## config.mk

```make
export PLATFORM = sky130hd
export DESIGN_NAME = sprite_motion_seq_flat
export DESIGN_NICKNAME = d
export VERILOG_FILES = /design/src/rtl/sprite_motion_seq_if.sv /design/src/rtl/sprite_motion_seq.sv /design/src/flat_wrapper.sv
export SDC_FILE = /design/constraint.sdc
export NUM_CORES = 1
export LEC_CHECK = 0
export BUFFER_PORTS_ARGS = -buffer_cell sky130_fd_sc_hd__clkbuf_2
export CORE_ASPECT_RATIO = 1.75
export CORE_MARGIN = 4
export CORE_UTILIZATION = 40
export CTS_CLUSTER_DIAMETER = 40
export DETAILED_ROUTE_END_ITERATION = 6
export GPL_TIMING_DRIVEN = 0
export PLACE_DENSITY = 0.68
export SLEW_MARGIN = 25
export SYNTH_ARGS = -nofsm -noshare
export SYNTH_HDL_FRONTEND = slang
export SYNTH_SLANG_ARGS = --single-unit
```

## constraint.sdc

```tcl
create_clock -name clk -period 2.6 [get_ports clk]
set_input_delay 0.13 -clock clk [delete_from_list [all_inputs] [get_ports clk]]
set_output_delay 0.13 -clock clk [all_outputs]
set_load 0.005 [all_outputs]
```

## src/rtl/sprite_motion_seq_if.sv

```systemverilog
// Engine register-write bus between the motion sequencer and the sprite engine.
// Valid/ready handshake; a beat transfers when wr_valid and wr_ready are both high.
interface sprite_motion_seq_if;
   logic        wr_valid;
   logic        wr_ready;
   logic [5:0]  wr_addr;
   logic [15:0] wr_data;
   logic [1:0]  wr_size;

   modport master (
      output wr_valid, wr_addr, wr_data, wr_size,
      input  wr_ready
   );

   modport slave (
      input  wr_valid, wr_addr, wr_data, wr_size,
      output wr_ready
   );
endinterface

```

## src/rtl/sprite_motion_seq.sv

```systemverilog
// Frame-rate motion sequencer for the 2-sprite engine: steps both sprites with
// edge bounce on each VSYNC rise, then pauses, rewrites coords and resumes.
module sprite_motion_seq #(
   parameter int X_MAX = 248,
   parameter int Y_MAX = 184
) (
   input  logic                       clk,
   input  logic                       rst,
   input  logic                       vsync,
   input  logic                       cfg_we,
   input  logic [2:0]                 cfg_addr,
   input  logic [7:0]                 cfg_wdata,
   sprite_motion_seq_if.master        bus,
   output logic [15:0]                pos0,
   output logic [15:0]                pos1,
   output logic                       busy,
   output logic                       frame_miss
);

   localparam logic [7:0] XM = 8'(X_MAX);
   localparam logic [7:0] YM = 8'(Y_MAX);

   typedef enum logic [2:0] {
      IDLE, CALC, WR_STOP, WR_P0, WR_P1, WR_GO
   } state_t;

   state_t      state;
   logic        vsync_q;
   logic        run;
   logic        irq_en;
   logic [7:0]  x0, y0, x1, y1;
   logic [3:0]  vx0, vy0, vx1, vy1;
   logic        vs_rise;
   logic        xfer;

   assign vs_rise     = vsync & ~vsync_q;
   assign xfer        = bus.wr_valid & bus.wr_ready;
   assign bus.wr_size = 2'b01;
   assign pos0        = {y0, x0};
   assign pos1        = {y1, x1};

   // Returns {new_velocity, new_position}; a bounce pins to the wall and flips v.
   function automatic logic [11:0] step(input logic [7:0] p,
                                        input logic [3:0] v,
                                        input logic [7:0] lim);
      logic [9:0] n;
      n = {2'b00, p} + {{6{v[3]}}, v};
      if (n[9])
         step = {~v + 4'd1, 8'd0};
      else if (n > {2'b00, lim})
         step = {~v + 4'd1, lim};
      else
         step = {v, n[7:0]};
   endfunction

   function automatic logic [3:0] fix_vel(input logic [3:0] v);
      fix_vel = (v == 4'b1000) ? 4'b1001 : v;
   endfunction

   function automatic logic [7:0] clamp(input logic [7:0] d,
                                        input logic [7:0] lim);
      clamp = (d > lim) ? lim : d;
   endfunction

   always_ff @(posedge clk) begin
      if (rst) begin
         state        <= IDLE;
         vsync_q      <= 1'b0;
         run          <= 1'b0;
         irq_en       <= 1'b0;
         x0           <= 8'd0;
         y0           <= 8'd0;
         x1           <= 8'd0;
         y1           <= 8'd0;
         vx0          <= 4'd0;
         vy0          <= 4'd0;
         vx1          <= 4'd0;
         vy1          <= 4'd0;
         bus.wr_valid <= 1'b0;
         bus.wr_addr  <= 6'd0;
         bus.wr_data  <= 16'd0;
         busy         <= 1'b0;
         frame_miss   <= 1'b0;
      end else begin
         vsync_q <= vsync;
         unique case (state)
            IDLE: begin
               if (cfg_we) begin
                  case (cfg_addr)
                     3'd0: begin
                        run    <= cfg_wdata[0];
                        irq_en <= cfg_wdata[1];
                        if (cfg_wdata[2]) frame_miss <= 1'b0;
                     end
                     3'd1: begin
                        vx0 <= fix_vel(cfg_wdata[3:0]);
                        vy0 <= fix_vel(cfg_wdata[7:4]);
                     end
                     3'd2: begin
                        vx1 <= fix_vel(cfg_wdata[3:0]);
                        vy1 <= fix_vel(cfg_wdata[7:4]);
                     end
                     3'd3: x0 <= clamp(cfg_wdata, XM);
                     3'd4: y0 <= clamp(cfg_wdata, YM);
                     3'd5: x1 <= clamp(cfg_wdata, XM);
                     3'd6: y1 <= clamp(cfg_wdata, YM);
                     default: ;
                  endcase
               end
               if (vs_rise && run) begin
                  state <= CALC;
                  busy  <= 1'b1;
               end
            end
            CALC: begin
               {vx0, x0}    <= step(x0, vx0, XM);
               {vy0, y0}    <= step(y0, vy0, YM);
               {vx1, x1}    <= step(x1, vx1, XM);
               {vy1, y1}    <= step(y1, vy1, YM);
               bus.wr_valid <= 1'b1;
               bus.wr_addr  <= 6'h00;
               bus.wr_data  <= {14'd0, irq_en, 1'b0};
               state        <= WR_STOP;
            end
            WR_STOP: if (xfer) begin
               bus.wr_addr <= 6'h04;
               bus.wr_data <= {y0, x0};
               state       <= WR_P0;
            end
            WR_P0: if (xfer) begin
               bus.wr_addr <= 6'h0E;
               bus.wr_data <= {y1, x1};
               state       <= WR_P1;
            end
            WR_P1: if (xfer) begin
               bus.wr_addr <= 6'h00;
               bus.wr_data <= {14'd0, irq_en, 1'b1};
               state       <= WR_GO;
            end
            WR_GO: if (xfer) begin
               bus.wr_valid <= 1'b0;
               bus.wr_addr  <= 6'h00;
               bus.wr_data  <= 16'd0;
               busy         <= 1'b0;
               state        <= IDLE;
            end
            default: state <= IDLE;
         endcase
         // Anything arriving mid-sequence is lost; flag it for the CPU.
         if (state != IDLE && (vs_rise || cfg_we))
            frame_miss <= 1'b1;
      end
   end

endmodule

```

## src/flat_wrapper.sv

```systemverilog
// flat-port wrapper written by rule: the top's interface ports become plain ports
module sprite_motion_seq_flat 
#(
   parameter int X_MAX = 248,
   parameter int Y_MAX = 184
)
  (clk, rst, vsync, cfg_we, cfg_addr, cfg_wdata, pos0, pos1, busy, frame_miss, bus_wr_valid, bus_wr_addr, bus_wr_data, bus_wr_size, bus_wr_ready);
  sprite_motion_seq_if bus_i ();
  input  logic clk;
  input  logic rst;
  input  logic vsync;
  input  logic cfg_we;
  input  logic [2:0] cfg_addr;
  input  logic [7:0] cfg_wdata;
  output logic [15:0] pos0;
  output logic [15:0] pos1;
  output logic busy;
  output logic frame_miss;
  output wire logic [$bits(bus_i.wr_valid)-1:0] bus_wr_valid;
  output wire logic [$bits(bus_i.wr_addr)-1:0] bus_wr_addr;
  output wire logic [$bits(bus_i.wr_data)-1:0] bus_wr_data;
  output wire logic [$bits(bus_i.wr_size)-1:0] bus_wr_size;
  input wire logic [$bits(bus_i.wr_ready)-1:0] bus_wr_ready;
  assign bus_wr_valid = bus_i.wr_valid;
  assign bus_wr_addr = bus_i.wr_addr;
  assign bus_wr_data = bus_i.wr_data;
  assign bus_wr_size = bus_i.wr_size;
  assign bus_i.wr_ready = bus_wr_ready;
  sprite_motion_seq #(.X_MAX(X_MAX), .Y_MAX(Y_MAX)) u_core (.clk(clk), .rst(rst), .vsync(vsync), .cfg_we(cfg_we), .cfg_addr(cfg_addr), .cfg_wdata(cfg_wdata), .bus(bus_i), .pos0(pos0), .pos1(pos1), .busy(busy), .frame_miss(frame_miss));
endmodule
```

==> reports/metrics.cfg, run 1 <==
[global_route]
grt-ovfl-total=0
grt_max_degree=13
grt_antenna_before_repair=0
track_usage_pct=23.9
grt_pass1_wl_um=29000
grt_pass1_vias=5740

[synthesis]
synth_edf_count=0
yosysWarnings=0
synthFlopType=dfxtp_1
synth-adder-area-share_pct=10.6
ys_seq_elements=75
syn_inst=713
synth_cell_types=71
synthSimpleGateAreaFrac_pct=20.6
synth-async-reset-ratio_pct=0
yosys.area_share.xor_xnor_pct=3.83
synth_compound_area_share_pct=29.2
synth_seq_area_share_pct=27.3
synth_top_family_by_area=compound AO/OA/AOI/OAI gates
yosys-mux-area-fraction_pct=3.10
syn_area_mm2=0.00549
syn_area_per_cell_um2=7.70

[drt]
routed-via-count=6054
wl_per_cell_um=19.2
postRouteAntennaNets=0
firstDrtPassIters=7
drc=0
drt_iter0_drc=296
vias_per_cell=6.02
wl_um=19300

[timing]
hold-worst-slack_ps=30.1
rsz0062_at_grt=true
max_slew_margin_pct=37.0
period_needed_ps=2690
setup_violations=10
finalSetupTns_ps=-334
clock_skew_ps=4.13
maxSlewViolCount=0
hold_violations=0
max_freq_ghz=0.371
post-route-period-util_pct=104
finalWorstSetupSlack_ps=-93.1
tightest_slew_ps=938

[outcome]
violations=negative setup slack
status=complete, but fails checks

[worst_setup_path]
critPathTopFamily=simple AND/OR/NAND/NOR gates
end_kind=flop
path_max_fanout=6
critPathBufInv=0
critPathLaunchType=flop
crit_type=reg2reg
required_ps=2840
arrival_ps=2930
cpMaxStageDelayCell=dfxtp_1
cp_cell_sequence=ha_1 -> a21oi_2 -> nor3b_1 -> nor3_1 -> or4_4 -> and3_4 -> o31ai_4 -> a221oi_1 -> a211oi_1
crit_path_max_incr_delay_ps=450

[cells_and_area]
drive_above_1_share_pct=29.6
syn2layout_area_growth_pct=30.9
final_nets=886
fin_util_pct=53.5
fillers=1312
diodes=0
fin_cells=1005

[die]
die_h_um=163
rows=56
die_x_um=96.6
core_mm2=0.0135
initial_utilization_pct=40.8
io_pins=75
dieArea_mm2=0.0157

[clock_network]
cts_made_buffers=9
cts_tree=built
holdBufCountCts=0
root_buffer=clkbuf_16
clk_latency_ps=330
path_clk_slew_ps=60
clock-sinks=75
clockBufferDepth=2
htree_levels=3

[placed_design]
numPortBuffers=67
dp_cells=957
place_congestion=0.976
hpwl_um=14100

[min_path]
min_path_type=in2reg

[power_and_ir_drop]
power_leakage_nw=2.81
peakVddDrop_mv=0.261
p_per_area_mw_per_mm2=441

[run]
maxCapViolations=0

## power breakdown
group	switching, W	internal [W]
clock network	0.000477	0.00103
logic	0.000264	0.000179
registers	0.0000472	0.00117
total	0.000788	0.00239
## worst paths after layout
path / cells after the start / startpoint / slack [ps] / end
setup / recovery: 9 / u_core.x0[6]$_SDFFE_PP0P_ / -90 / u_core.vx0[1]$_SDFFE_PP0P_
setup reg to reg: 9 / u_core.x0[6]$_SDFFE_PP0P_ / -90 / u_core.vx0[1]$_SDFFE_PP0P_
hold / removal: 2 / vsync / 30 / u_core.vsync_q$_SDFF_PP0_
hold reg to reg: 2 / u_core.run$_SDFFE_PP0P_ / 460 / u_core.run$_SDFFE_PP0P_
## metal layers
layer	vias up	routed length [µm]	GRT usage, %
met5	-	0	0
met4	0	1250	13.7
met1	2873	6720	24.8
met2	262	10100	43.3
li1	2844	-	-
met3	75	1240	4.62
## cells in the final DEF, fill, tap and decap left out, types with 7 or more instances in the layout
cell / synthesis / layout
o21ai_0: 59 / 54
inv_1: 27 / 23
dfxtp_1: 75 / 47
nand2_1: 44 / 43
dfxtp_4: 0 / 11
mux2i_1: 17 / 15
o21a_1: 8 / 8
nor2_1: 84 / 82
clkbuf_16: 0 / 9
xnor2_1: 14 / 13
a21oi_2: 0 / 11
buf_4: 7 / 38
a21oi_1: 81 / 68
nor2b_1: 11 / 7
nand3_1: 19 / 18
a31oi_1: 17 / 16
nor3_1: 26 / 20
ha_4: 0 / 10
clkbuf_1: 24 / 23
clkbuf_2: 0 / 69
nand4_1: 7 / 7
o22ai_1: 10 / 10
ha_1: 40 / 29
xor2_1: 10 / 10
a21o_1: 9 / 9
nand3b_1: 7 / 7
dfxtp_2: 0 / 17
## repair_timing
| item | CTS | global route |
|---|---|---|
| setup endpoints to repair | 39 | 39 |
| gates resized for setup | 65 | 71 |
| pin swaps | 23 | 50 |
| buffers inserted | 17 | 17 |
## Yosys cell counts (4+ instances only)
library cell,count,area [µm²]
a211oi_1,4,30.0
a21o_1,9,67.6
a21oi_1,81,405
a221oi_1,5,43.8
a31oi_1,17,106
and2_1,5,31.3
and3_1,4,25.0
buf_1,7,26.3
buf_4,7,52.6
clkbuf_1,24,90.1
dfxtp_1,75,1500
fa_1,4,80.1
ha_1,40,500
inv_1,27,101
mux2i_1,17,170
nand2_1,44,165
nand2b_1,5,31.3
nand3_1,19,95.1
nand3b_1,7,52.6
nand4_1,7,43.8
nor2_1,84,315
nor2b_1,11,68.8
nor3_1,26,130
nor3b_1,5,37.5
o211ai_1,4,30.0
o21a_1,8,60.1
o21ai_0,59,295
o221a_2,4,45.0
o22ai_1,10,62.6
o31a_1,6,52.6
o31ai_1,5,37.5
or2_2,4,25.0
or3_1,4,25.0
xnor2_1,14,123
xor2_1,10,87.6
## layout make-up
cell class                 count  area (µm²)  share of cell area (%)
clock buffer                  11         233                    3.24
tap                          174         218                    3.03
multi-input combinational    574        4170                    58.0
timing repair buffer         101         602                    8.37
buffer                        37         175                    2.44
inverter                      28         105                    1.46
sequential                    75        1560                    21.8
clock inverter                 5         125                    1.74
## state kept, by name (all words and copies together), names as in the netlist
name / cells
u_core.state: 3
u_core.vx1: 4
u_core.vsync_q: 1
u_core.frame_miss: 1
u_core.bus.wr_data: 16
u_core.busy: 1
u_core.vy1: 4
u_core.run: 1
u_core.vx0: 4
u_core.bus.wr_valid: 1
u_core.y1: 8
u_core.x0: 8
u_core.irq_en: 1
u_core.y0: 8
u_core.x1: 8
u_core.bus.wr_addr: 2
u_core.vy0: 4
## kinds of logic after synthesis
| logic type | after synthesis |
|---|---|
| AOI/OAI and AO/OA | 250 |
| muxes | 17 |
| other | 2 |
| DFF | 75 |
| xor gates and xnor gates | 24 |
| adders and majority gates | 44 |
| buffers and inverters | 67 |
| and+or+nand+nor | 234 |
## stage by stage
| step | power [W] | setup WS (ps) | cell area (µm²) |
|---|---|---|---|
| global placement | 0.00161 | -400 | 6060 |
| CTS | 0.00313 | -89.6 | 6800 |
| global route | 0.00327 | -170 | 7190 |
| floorplan | 0.00148 | 9.14 | 5510 |
| detailed placement | 0.00161 | -402 | 6060 |
| finish | 0.00317 | -93.1 | 7190 |
No activity file was read; power rests on OpenSTA's default activity.
==> run 2: changes to the inputs <==
--- a/config.mk
+++ b/config.mk
@@ -12,7 +12,7 @@
 export CTS_CLUSTER_DIAMETER = 40
 export DETAILED_ROUTE_END_ITERATION = 6
 export GPL_TIMING_DRIVEN = 0
-export PLACE_DENSITY = 0.68
+export PLACE_DENSITY = 0.64
 export SLEW_MARGIN = 25
 export SYNTH_ARGS = -nofsm -noshare
 export SYNTH_HDL_FRONTEND = slang
==> run 2 against run 1 <==
Net effect:
- the run still ends with negative setup slack left
- power is 1.8% higher
- clock power is 4% higher
- global-route usage rose by 0.54 points
- count of clock-buffer cells in the layout is 1 lower
- register-to-register slack better by 20 ps
- hold slack worse by 18 ps
- combinational power shrank 1%
- final cell count did not move
- sequential cell count stayed put
- largest cell class unchanged
- largest power group unchanged
==> reports/metrics.cfg, run 2 (same netlist as run 1, synthesis figures left out) <==
[min_path]
min_path_type=in2reg
hold_path.startpoint=vsync
holdPathEnd=u_core.vsync_q$_SDFF_PP0_
hold-path-cell-count=2

[power_and_ir_drop]
power.switching_w=0.000838
switching_share_pct=25.9
power_leakage_nw=2.78
power_frac_clock_pct=48.7
combPwrFrac_pct=13.5
seq_power_share_pct=37.8
p_per_area_mw_per_mm2=454
peakVddDrop_mv=0.363
p_total_w=0.00323
p_int_w=0.00239

[die]
io_pins=75
die_h_um=163
rows=56
dieArea_mm2=0.0157
initial_utilization_pct=40.8
core_mm2=0.0135
die_x_um=96.6

[drt]
drc=0
postRouteAntennaNets=0
drt_iter0_drc=330
wl_um=19300
firstDrtPassIters=6
top_layer_used=met4
wl_met3_um=1040
routed-via-count=5924
wl_met2_um=10100
wl_per_cell_um=19.2
vias_per_cell=5.89
wl_met1_um=6880

[cells_and_area]
largest_reg_flops=16
drive_above_1_share_pct=28.4
fillers=1329
syn2layout_area_growth_pct=29.7
largest-register=u_core.bus.wr_data
seq_area_mm2=0.00156
diodes=0
fin_cells=1005
multiInputGateArea_mm2=0.00411
final_nets=886
layout_commonest_cell=nor2_1
final_cell_mix=82 x nor2_1, 72 x a21oi_1, 67 x clkbuf_2

[worst_setup_path]
end_kind=flop
rr_worst_depth=12
r2r_slack_ps=-70
worstReg2RegStart=u_core.y0[0]$_SDFFE_PP0P_
arrival_ps=2870
path_max_fanout=8
critPathLaunchType=flop
crit_type=reg2reg
required_ps=2800
r2r_end=u_core.vy0[1]$_SDFFE_PP0P_

[clock_network]
htree_levels=3
holdBufCountCts=0
cts_tree=built
clock-sinks=75
path_clk_slew_ps=60
clockBufferDepth=2
root_buffer=clkbuf_16
cts_made_buffers=9
clk_latency_ps=350

[timing]
hold_violations=0
finalSetupTns_ps=-231
hold-worst-slack_ps=12.1
post-route-period-util_pct=103
max_slew_margin_pct=38.1
setup_violations=7
rsz0062_at_grt=true
finalWorstSetupSlack_ps=-70.5
clock_skew_ps=7.74
period_needed_ps=2670
tightest_slew_ps=921
maxSlewViolCount=0
max_freq_ghz=0.374

[outcome]
status=complete, but fails checks
violations=negative setup slack

[global_route]
grt_max_degree=14
grt_pass1_vias=5705
grt-ovfl-total=0
grt_antenna_before_repair=0
grt_pass1_wl_um=29200
track_usage_pct=24.5

[run]
maxCapViolations=0

[placed_design]
dp_slack_ps=-434
dp_cells=957
place_congestion=0.943
numPortBuffers=67
hpwl_um=14400

[run 2: worst max path at each step]
stage | from | end | slack, ps
after global routing | u_core.y0[0]$_SDFFE_PP0P_ | u_core.vy0[1]$_SDFFE_PP0P_ | -190
after floorplan | u_core.vy1[0]$_SDFFE_PP0P_ | u_core.vy1[1]$_SDFFE_PP0P_ | 9
after global placement | u_core.y0[0]$_SDFFE_PP0P_ | u_core.vy0[1]$_SDFFE_PP0P_ | -410
after CTS | u_core.y0[0]$_SDFFE_PP0P_ | u_core.vy0[1]$_SDFFE_PP0P_ | -100
final | u_core.y0[0]$_SDFFE_PP0P_ | u_core.vy0[1]$_SDFFE_PP0P_ | -70
after detailed placement | u_core.y0[0]$_SDFFE_PP0P_ | u_core.vy0[1]$_SDFFE_PP0P_ | -430
[run 2: power groups by stage]
| stage | Sequential [W] | Combinational, W | Clock [W] |
|---|---|---|---|
| global placement | 0.00125 | 0.000364 | 0 |
| CTS | 0.00122 | 0.000402 | 0.00158 |
| finish | 0.00122 | 0.000437 | 0.00157 |
| global route | 0.00122 | 0.000473 | 0.00162 |
| detailed placement | 0.00125 | 0.000367 | 0 |
| floorplan | 0.00123 | 0.000247 | 0 |
[run 2: worst max-delay path, stage by stage, from the launching register on]
cell and delay [ps]:
dfxtp_4 360, ha_4 160, inv_2 50, fa_2 210, nor2b_2 50, o31a_1 300, o211ai_1 200, a21oi_2 120
or3b_1 370, a32oi_2 220, buf_6 170, mux2i_2 230, a211oi_2 90
[run 2: per-stage QoR]
| stage | utilization, % | area, µm² |
|---|---|---|
| floorplan | - | 5510 |
| global placement | 45.1 | 6060 |
| detailed placement | 45.1 | 6060 |
| CTS | 50.8 | 6830 |
| global route | 52.9 | 7120 |
| finish | 52.9 | 7120 |
[run 2: layout make-up]
type | instances | area share, %
clock inverters | 6 | 1.93
plain buffers | 38 | 2.48
inverters | 28 | 1.48
well taps | 174 | 3.06
clock buffers | 10 | 3.22
repair buffers | 100 | 8.29
multi-input cells | 574 | 57.7
flip-flops and latches | 75 | 21.9
[run 2: metal layers]
metal	up-vias	track usage, %
met2	252	44.1
met5	-	0
met1	2757	25.0
li1	2838	-
met3	77	4.16
met4	0	16.2
[run 2: what timing repair did]
action | 4_1_cts | 5_1_grt
buffers inserted | 19 | 14
setup endpoints to repair | 39 | 41
pin swaps | 25 | 38
gates resized for setup | 66 | 50
==> run 3: changes to the inputs <==
--- a/config.mk
+++ b/config.mk
@@ -5,6 +5,7 @@
 export SDC_FILE = /design/constraint.sdc
 export NUM_CORES = 1
 export LEC_CHECK = 0
+export ABC_AREA = 1
 export BUFFER_PORTS_ARGS = -buffer_cell sky130_fd_sc_hd__clkbuf_2
 export CORE_ASPECT_RATIO = 1.75
 export CORE_MARGIN = 4
==> run 3 against run 2 <==
Net effect:
- the run now ends clean
- die area increased by 5.8%
- first-iteration DRC count decreased by 6.7%
- critical path depth increased by 4
- hold slack got worse by 6.2 ps
- combinational power increased to 9.4 times the previous value
- power increased by 130%
- count of clock-buffer cells in the layout increased by 2
- sequential power increased by 59%
- utilization decreased by 5.7 points
- largest cell class unchanged
==> reports/metrics.cfg, run 3 <==
[global_route]
grtUsageMet2_pct=43.7
grt_pass1_wl_um=30100
grt.met3_usage_pct=2.61
grt-ovfl-total=0
grt_pass1_vias=6130
track_usage_pct=22.7
top_usage_layer=met2
grt_antenna_before_repair=0
grt_use_met1_pct=23.9
grt_max_degree=13

[worst_setup_path]
critPathLaunchType=flop
cp-startpoint=u_core.x1[0]$_SDFFE_PP0P_
arrival_ps=2710
required_ps=2880
worstReg2RegStart=u_core.x1[0]$_SDFFE_PP0P_
crit_type=reg2reg
end_kind=flop
path_max_fanout=6

[power_and_ir_drop]
seq_power_share_pct=26.0
p_per_area_mw_per_mm2=1100
power_frac_clock_pct=18.8
peakVddDrop_mv=0.423
power.switching_w=0.00362
switching_share_pct=48.6
combPwrFrac_pct=55.2
power_leakage_nw=3.50
p_int_w=0.00382

[synthesis]
synth_edf_count=0
ys_seq_elements=75
synthSimpleGateAreaFrac_pct=33.4
synth.area.top_cells=dfxtp_1 26%, nand2_1 15%, ha_1 8.6%
yosys-mux-area-fraction_pct=0
yosys-top-cells-count=229 x nand2_1, 122 x inv_1, 122 x nor2_1
synth_cell_types=44
yosysWarnings=0
synth.most_common_cell=nand2_1
yosys.area_share.xor_xnor_pct=1.65
synth-adder-area-share_pct=9.95
yosysTopAreaCell=dfxtp_1
synth-async-reset-ratio_pct=0
syn_inst=934
syn_area_mm2=0.00584
synthFlopType=dfxtp_1
synth_seq_area_share_pct=25.7
synth_compound_area_share_pct=18.6
syn_area_per_cell_um2=6.25
synth_top_family_by_area=simple AND/OR/NAND/NOR gates
synth.top_cell.area_share_pct=25.7

[timing]
setup_violations=0
finalWorstSetupSlack_ps=165
max_slew_margin_pct=52.8
finalSetupTns_ps=0
post-route-period-util_pct=93.6
period_needed_ps=2430
tightest_slew_ps=708
rsz0062_at_grt=true
hold-worst-slack_ps=5.95
hold_violations=0
clock_skew_ps=4.33
max_freq_ghz=0.411
maxSlewViolCount=0

[clock_network]
clock-sinks=75
clk_latency_ps=340
htree_levels=3
cts_made_buffers=9
cts_tree=built
root_buffer=clkbuf_16
holdBufCountCts=0
postCtsSetupRepairBufs=0
clockBufferDepth=2
path_clk_slew_ps=60

[drt]
drc=0
postRouteAntennaNets=0
drt_iter0_drc=308
wl_um=18800
wl_per_cell_um=15.6
routed-via-count=6315
firstDrtPassIters=5
vias_per_cell=5.25

[cells_and_area]
diodes=0
largest-register=u_core.bus.wr_data
largest_reg_flops=16
final_cell_area_mm2=0.00679
fillers=1567
final_cell_mix=223 x nand2_1, 122 x inv_1, 121 x nor2_1
fin_util_pct=47.3
final_nets=1077
layout_commonest_cell=nand2_1
syn2layout_area_growth_pct=16.4
drive_above_1_share_pct=14.4

[placed_design]
numPortBuffers=69
hpwl_um=15500
place_congestion=0.907
dpl_cell_area_mm2=0.00642
dp_slack_ps=77.0

[die]
core_mm2=0.0144
die_h_um=168
io_pins=75
rows=58
dieArea_mm2=0.0167
die_x_um=99.3
initial_utilization_pct=40.6

[run]
maxCapViolations=0

[min_path]
min_path_type=in2reg
hold_path.startpoint=vsync

[outcome]
status=complete, no violations

==> run 3: cell types whose count changed in the layout (fill, tap and decap cells not counted), sizes merged, moves of 27 or more <==
cell / previous run / this run
buf: 48 / 15
inv: 27 / 131
nand2: 44 / 236
nand3: 19 / 86
nor2: 84 / 123
nor3: 27 / 0
==> run 3: logic make-up after synthesis <==
| group | after synthesis |
|---|---|
| buf+inv | 155 |
| flops | 75 |
| xor+xnor | 11 |
| simple gates | 461 |
| other cells | 2 |
| compound gates | 186 |
| fa+ha+maj | 44 |
==> run 3: worst paths after layout <==
| check | depth (start not counted) | slack, ps | end |
|---|---|---|---|
| hold reg to reg | 2 | 460 | u_core.frame_miss$_SDFFE_PP0P_ |
| setup reg to reg | 16 | 170 | u_core.vx1[3]$_SDFFE_PP0P_ |
| setup / recovery | 16 | 170 | u_core.vx1[3]$_SDFFE_PP0P_ |
| hold / removal | 3 | 6 | u_core.vsync_q$_SDFF_PP0_ |
==> run 3: worst max-delay path, stage by stage (launching register included) <==
cell and delay (ps):
dfxtp_1 430, ha_1 270, inv_1 70, fa_1 410, inv_1 90, nand2_1 70, nand2_1 80, nand2_1 50
nand2_1 90, nand3_1 80, nor2_1 90, nand3_1 130, nand2_1 190, nand2_2 100, nor2_1 110, nor2_1 50
nor2_1 70
==> run 3: per-layer routing <==
metal,wire (µm),part of all wire [%]
met5,0,0
met4,892,4.8
met3,1000,5.4
met2,10100,54
met1,6790,36
==> run 3: through the flow <==
step / total power [W] / instances
finish: 0.00744 / 1202
global placement: 0.00597 / 1186
detailed placement: 0.00600 / 1186
floorplan: 0.00471 / 937
CTS: 0.00740 / 1202
global route: 0.00809 / 1202
==> run 3: power groups by stage <==
stage                     clock, W  combinational [W]  sequential (W)
after floorplan                  0            0.00289         0.00182
after global placement           0            0.00401         0.00195
after detailed placement         0            0.00404         0.00195
after CTS                  0.00140            0.00407         0.00193
after global routing       0.00144            0.00467         0.00198
final                      0.00140            0.00411         0.00194
==> run 3: area by class of cell <==
type	count	area [µm²]	area share (%)
clock inverters	4	72.6	1.07
clock buffers	12	256	3.78
inverters	131	492	7.24
multi-input cells	707	3770	55.5
flip-flops and latches	75	1510	22.2
plain buffers	24	124	1.82
well taps	180	225	3.32
repair buffers	69	345	5.08
==> run 3: repair_timing <==
item,CTS,global route
resized for setup,0,19
setup endpoints to repair,0,26
hold endpoints to repair,0,0
